File: src/rtl/branch_predict_unit_if.sv
// Fetch-side lookup and resolve-side branch signals shared by the pipeline
// (master) and the branch predict unit (slave).
interface branch_predict_unit_if #(
   parameter int XLEN = 32
);
   // ex_valid qualifies every ex_* input for the current cycle; there is no
   // back-pressure, so a valid resolve is consumed on the edge it is presented.
   logic [XLEN-1:0] if_pc;
   logic            if_pred_taken;
   logic            ex_valid;
   logic [XLEN-1:0] ex_pc;
   logic [2:0]      ex_branch;
   logic            ex_unsigned;
   logic [XLEN-1:0] ex_rs1;
   logic [XLEN-1:0] ex_rs2;
   logic            ex_pred_taken;
   logic            ex_pc_a_src;
   logic            ex_pc_b_src;
   logic            ex_mispredict;

   modport master (
      output if_pc, ex_valid, ex_pc, ex_branch, ex_unsigned, ex_rs1, ex_rs2, ex_pred_taken,
      input  if_pred_taken, ex_pc_a_src, ex_pc_b_src, ex_mispredict
   );

   modport slave (
      input  if_pc, ex_valid, ex_pc, ex_branch, ex_unsigned, ex_rs1, ex_rs2, ex_pred_taken,
      output if_pred_taken, ex_pc_a_src, ex_pc_b_src, ex_mispredict
   );
endinterface

File: src/rtl/branch_predict_unit.sv
// Branch condition resolve, PC-indexed 2-bit BHT prediction/training and
// saturating branch/mispredict statistics.
module branch_predict_unit #(
   parameter int         XLEN        = 32,
   parameter int         BHT_ENTRIES = 64,
   parameter logic [1:0] RESET_STATE = 2'b01,
   parameter int         STAT_W      = 16
) (
   input  logic                clk,
   input  logic                rst,
   branch_predict_unit_if.slave bus,
   output logic [STAT_W-1:0]   stat_branches,
   output logic [STAT_W-1:0]   stat_mispredicts
);
   localparam int IDX_W = $clog2(BHT_ENTRIES);
   localparam logic [STAT_W-1:0] STAT_ONE = {{(STAT_W-1){1'b0}}, 1'b1};
   localparam logic [STAT_W-1:0] STAT_MAX = '1;

   logic [1:0]       bht [BHT_ENTRIES];
   logic [IDX_W-1:0] if_idx;
   logic [IDX_W-1:0] ex_idx;
   logic [XLEN-1:0]  rs1;
   logic [XLEN-1:0]  rs2;
   logic             zero;
   logic             less;
   logic             taken;
   logic             pc_b_src;
   logic             mispredict;
   logic             conditional;
   logic             update;
   logic [1:0]       ctr_cur;
   logic [1:0]       ctr_next;
   logic             unused_pc_bits;

   assign if_idx = bus.if_pc[IDX_W+1:2];
   assign ex_idx = bus.ex_pc[IDX_W+1:2];
   // Word-offset and high PC bits only alias entries, they never select.
   assign unused_pc_bits = ^{bus.if_pc, bus.ex_pc};

   assign rs1  = bus.ex_rs1;
   assign rs2  = bus.ex_rs2;
   assign zero = (rs1 == rs2);
   assign less = bus.ex_unsigned ? (rs1 < rs2) : ($signed(rs1) < $signed(rs2));

   assign conditional = bus.ex_branch[2];

   always_comb begin
      taken      = 1'b0;
      pc_b_src   = 1'b0;
      mispredict = 1'b0;
      if (bus.ex_valid) begin
         case (bus.ex_branch)
            3'b001:  taken = 1'b1;
            3'b010: begin
               taken    = 1'b1;
               pc_b_src = 1'b1;
            end
            3'b100:  taken = zero;
            3'b101:  taken = ~zero;
            3'b110:  taken = less;
            3'b111:  taken = ~less;
            default: taken = 1'b0;
         endcase
         if (conditional)
            mispredict = (bus.ex_pred_taken != taken);
         else if (bus.ex_branch == 3'b001 || bus.ex_branch == 3'b010)
            mispredict = ~bus.ex_pred_taken;
         else
            mispredict = bus.ex_pred_taken;
      end
   end

   assign bus.ex_pc_a_src   = taken;
   assign bus.ex_pc_b_src   = pc_b_src;
   assign bus.ex_mispredict = mispredict;

   // Array read is pre-edge, so a same-index update shows up next cycle.
   assign bus.if_pred_taken = bht[if_idx][1];

   assign update  = bus.ex_valid & conditional;
   assign ctr_cur = bht[ex_idx];

   always_comb begin
      ctr_next = ctr_cur;
      if (taken) begin
         if (ctr_cur != 2'b11) ctr_next = ctr_cur + 2'd1;
      end else begin
         if (ctr_cur != 2'b00) ctr_next = ctr_cur - 2'd1;
      end
   end

   always_ff @(posedge clk or posedge rst) begin
      if (rst) begin
         for (int i = 0; i < BHT_ENTRIES; i++) bht[i[IDX_W-1:0]] <= RESET_STATE;
         stat_branches    <= '0;
         stat_mispredicts <= '0;
      end else if (update) begin
         bht[ex_idx] <= ctr_next;
         if (stat_branches != STAT_MAX) stat_branches <= stat_branches + STAT_ONE;
         if (mispredict && stat_mispredicts != STAT_MAX)
            stat_mispredicts <= stat_mispredicts + STAT_ONE;
      end
   end
endmodule

File: src/flat_wrapper.sv
// flat-port wrapper written by rule: the top's interface ports become plain ports
module branch_predict_unit_flat 
#(
   parameter int         XLEN        = 32,
   parameter int         BHT_ENTRIES = 64,
   parameter logic [1:0] RESET_STATE = 2'b01,
   parameter int         STAT_W      = 16
)
  (clk, rst, stat_branches, stat_mispredicts, bus_if_pc, bus_ex_valid, bus_ex_pc, bus_ex_branch, bus_ex_unsigned, bus_ex_rs1, bus_ex_rs2, bus_ex_pred_taken, bus_if_pred_taken, bus_ex_pc_a_src, bus_ex_pc_b_src, bus_ex_mispredict);
  branch_predict_unit_if #(.XLEN(XLEN)) bus_i ();
  input  logic clk;
  input  logic rst;
  output logic [STAT_W-1:0] stat_branches;
  output logic [STAT_W-1:0] stat_mispredicts;
  input wire logic [$bits(bus_i.if_pc)-1:0] bus_if_pc;
  input wire logic [$bits(bus_i.ex_valid)-1:0] bus_ex_valid;
  input wire logic [$bits(bus_i.ex_pc)-1:0] bus_ex_pc;
  input wire logic [$bits(bus_i.ex_branch)-1:0] bus_ex_branch;
  input wire logic [$bits(bus_i.ex_unsigned)-1:0] bus_ex_unsigned;
  input wire logic [$bits(bus_i.ex_rs1)-1:0] bus_ex_rs1;
  input wire logic [$bits(bus_i.ex_rs2)-1:0] bus_ex_rs2;
  input wire logic [$bits(bus_i.ex_pred_taken)-1:0] bus_ex_pred_taken;
  output wire logic [$bits(bus_i.if_pred_taken)-1:0] bus_if_pred_taken;
  output wire logic [$bits(bus_i.ex_pc_a_src)-1:0] bus_ex_pc_a_src;
  output wire logic [$bits(bus_i.ex_pc_b_src)-1:0] bus_ex_pc_b_src;
  output wire logic [$bits(bus_i.ex_mispredict)-1:0] bus_ex_mispredict;
  assign bus_i.if_pc = bus_if_pc;
  assign bus_i.ex_valid = bus_ex_valid;
  assign bus_i.ex_pc = bus_ex_pc;
  assign bus_i.ex_branch = bus_ex_branch;
  assign bus_i.ex_unsigned = bus_ex_unsigned;
  assign bus_i.ex_rs1 = bus_ex_rs1;
  assign bus_i.ex_rs2 = bus_ex_rs2;
  assign bus_i.ex_pred_taken = bus_ex_pred_taken;
  assign bus_if_pred_taken = bus_i.if_pred_taken;
  assign bus_ex_pc_a_src = bus_i.ex_pc_a_src;
  assign bus_ex_pc_b_src = bus_i.ex_pc_b_src;
  assign bus_ex_mispredict = bus_i.ex_mispredict;
  branch_predict_unit #(.XLEN(XLEN), .BHT_ENTRIES(BHT_ENTRIES), .RESET_STATE(RESET_STATE), .STAT_W(STAT_W)) u_core (.clk(clk), .rst(rst), .bus(bus_i), .stat_branches(stat_branches), .stat_mispredicts(stat_mispredicts));
endmodule
File: config.mk
export PLATFORM = sky130hd
export DESIGN_NAME = branch_predict_unit_flat
export DESIGN_NICKNAME = d
export VERILOG_FILES = /design/src/rtl/branch_predict_unit_if.sv /design/src/rtl/branch_predict_unit.sv /design/src/flat_wrapper.sv
export SDC_FILE = /design/constraint.sdc
export NUM_CORES = 1
export LEC_CHECK = 0
export CELL_PAD_IN_SITES_DETAIL_PLACEMENT = 1
export CELL_PAD_IN_SITES_GLOBAL_PLACEMENT = 2
export CORE_MARGIN = 2
export CORE_UTILIZATION = 33
export CTS_CLUSTER_DIAMETER = 80
export DETAILED_ROUTE_END_ITERATION = 10
export PLACE_DENSITY = 0.81
export SLEW_MARGIN = 20
export SYNTH_ARGS = -nofsm -noshare
export SYNTH_HDL_FRONTEND = slang
export SYNTH_SLANG_ARGS = --single-unit
File: constraint.sdc
create_clock -name clk -period 7.1 [get_ports clk]
set_input_delay 1.065 -clock clk [delete_from_list [all_inputs] [get_ports clk]]
set_output_delay 1.065 -clock clk [all_outputs]
set_load 0.005 [all_outputs]
==> out/metrics.cfg <==
[grt]
grt_max_degree=84
grt_pass1_vias=7978
overflow=0
antenna_found_initial=0
grt_use_total_pct=19.9
grt_pass1_wl_um=44500

[setup_path]
crit_path_cell_trace=clkdlybuf4s50_1, inv_1, ha_1, nand4_1, nor4_1, o21ai_0, a31oi_1, mux2_2, a21oi_1, nor3_1, clkdlybuf4s50_1
startpoint=bus_ex_rs2[14]
crit_family=compound AO/OA/AOI/OAI gates
cp_num_buf_inv=3
start_kind=input port
crit_required_ns=6.03
path_common_cell=clkdlybuf4s50_1
path_max_fanout=10
cp-end-kind=output port
r2r_start=u_core.bht[32]
slowest_stage=a21oi_1
reg2reg_slack_ns=3.92
path_depth=11
ff2ff_path_depth=9
critPathMaxStageDelay_ns=0.66
critical_path_arrival_ns=4.50
critPathKind=in2out
r2r_end=u_core.bht[69]
endpoint=bus_ex_mispredict

[synthesis]
async_flop_share_pct=100
synth.distinct_cells=60
synth_top_area_share_pct=26.5
ys_ff_latch=160
netlist_top_cells_count=nand2_1, o21ai_1, dfrtp_1, dfstp_2, inv_1
synth.cell_area_mm2=0.00905
avgSynthCellArea_um2=9.63
synth.area.top_cells=dfrtp_1, dfstp_2, nand2_1
synthFlopType=dfrtp_1
ys_seq_area_share_pct=45.1
synth_most_common_cell=nand2_1
ys.warnings.count=0
syn_inst=940
synth_nets=1110
synth-edff-count=0
synth_top_area_cell=dfrtp_1

[drt]
ant_nets=0
via_per_inst=5.36
drc=0
routed_wl_um=27700
vias=7518
first_pass_iters=4
wl_per_cell_um=19.7
drt_iter0_drc=326

[clock_tree]
cts_setup_buffers=0
hold_buffers=0
htree_levels=4
cts_tree=yes
cts.sinks=160
root_buffer=clkbuf_16
cts_resized=0
cts_buffers=17
insertion_delay_ns=0.43
clkTransAtPathRegs_ns=0.07
clock_path_buffers=2

[timing]
fmax_ghz=0.180
whs_ns=0.463
slew_viol_final=0
setup_viol=0
tns_ns=0
maxSlewHeadroom_pct=18.3
rsz0062_at_grt=no
fin_crit_sh_pct=78.4
clock-skew-final_ns=0.0142
hold_violations=0
tightest_slew_ns=1.22
fin_crit_ns=5.57
fin_ws_ns=1.53

[worst_hold_path]
min_path_type=reg2reg

[floorplanning]
die_area_mm2=0.0288
rows=60
core-area_mm2=0.0270
ios=172
die_x_um=170
die_height_um=170
initial_core_util_pct=33.6

[pwr]
total_power_mw=2.47
internal-power_mw=1.80
switchingPower_mw=0.672
p_leak_nw=4.49
swShare_pct=27.2
sequentialPowerShare_pct=42.9
pwr-share-comb_pct=16.4
ir_worst_vdd_uv=135
power_density_mw_per_mm2=221
clockPowerShare_pct=40.6

[finish]
nNetsFinal=1219
syn_to_final_growth_pct=23.7
drive_gt1_share_pct=15.9
fin_util_pct=41.6
antennaDiodeCount=0

[place]
place.gp.congestion=0.785
dp_hpwl_um=19100
port_buffers=119
dp_slack_ns=1.49

[outcome]
status=complete, no violations

[run]
max_cap_viol_count=0

metal layers:
metal / vias up / GRT usage [%] / share of wire (%)
met5: - / 0 / 0
met4: 0 / 5.17 / 1.6
met3: 24 / 2.33 / 3.3
met2: 122 / 34.7 / 50
met1: 3791 / 26.4 / 45
li1: 3581 / - / -
through the flow:
| step | instance area, um^2 | instances |
|---|---|---|
| 5_1_grt | 11200 | 1403 |
| 3_3_place_gp | 10600 | 1371 |
| 4_1_cts | 11200 | 1403 |
| 6_report | 11200 | 1403 |
| 2_1_floorplan | 9050 | 940 |
| 3_5_place_dp | 10600 | 1371 |
flip-flops by register name, summed over array words and instances (netlist names):
| signal | cells |
|---|---|
| u_core.stat_branches | 16 |
| u_core.bht | 128 |
| u_core.stat_mispredicts | 16 |
worst min-delay path, cell delays in order, from the launching register on:
cell	delay [ns]
dfstp_2	0.37
nand2_1	0.04
o21ai_1	0.05
cells in the final DEF, fill, tap and decap left out, types with 4 or more instances in the layout:
master	synthesis	final
nand2_1	232	232
clkdlybuf4s50_1	0	117
o21ai_1	103	103
dfrtp_1	96	96
dfstp_2	64	64
inv_1	43	42
mux4_2	35	35
ha_1	34	34
o21ai_0	33	33
nor2_1	26	23
a21oi_1	22	22
nand3_1	19	19
xnor2_1	17	17
mux2i_1	17	17
clkbuf_16	0	17
nor4_1	16	16
xor2_1	14	14
nand4_1	13	13
a221oi_1	13	13
mux2_2	13	13
and3_1	11	11
buf_4	4	11
nand2b_1	6	6
and2_1	5	5
o22ai_1	5	5
nor3_1	6	5
inv_6	0	5
a21o_1	4	4
a22o_1	4	4
bufinv_16	0	4
cell families (layout without fill, tap and decap cells):
| kind of cell | Yosys count | count (layout) | synth area share, % |
|---|---|---|---|
| AND/OR/NAND/NOR | 354 | 354 | 17.4 |
| multiplexers | 65 | 65 | 12.2 |
| XOR/XNOR | 31 | 31 | 3.00 |
| AO/OA/AOI/OAI | 210 | 210 | 13.6 |
| buffers and inverters | 86 | 208 | 3.99 |
| adder cells (fa/ha/maj) | 34 | 34 | 4.70 |
| flip-flops | 160 | 160 | 45.1 |
power by group through the flow:
stage	Sequential, mW	Combinational (mW)	Clock, mW
6_report	1.06	0.406	1.01
3_5_place_dp	1.08	0.413	0
4_1_cts	1.06	0.415	1.03
5_1_grt	1.07	0.452	1.06
2_1_floorplan	1.06	0.221	0
3_3_place_gp	1.08	0.403	0
area by class of cell:
| cell class | count | area (um^2) |
|---|---|---|
| repair buffers | 130 | 1260 |
| multi-input cells | 694 | 4620 |
| well taps | 341 | 427 |
| inverters | 46 | 178 |
| fillers | 3026 | 15700 |
| clock buffers | 20 | 447 |
| flip-flops and latches | 160 | 4080 |
| clock inverters | 12 | 181 |
how the worst min path moves through the flow:
stage	start	to	slack [ns]	cells after the start
after detailed placement	u_core.bht[98]	u_core.bht[98]	0.46	2
after global routing	u_core.bht[30]	u_core.bht[30]	0.48	2
after floorplan	u_core.bht[96]	u_core.bht[96]	0.44	2
after global placement	u_core.bht[112]	u_core.bht[112]	0.45	2
after CTS	u_core.bht[56]	u_core.bht[56]	0.47	2
final	u_core.bht[96]	u_core.bht[96]	0.46	2
No activity file was read; power rests on OpenSTA's default activity.
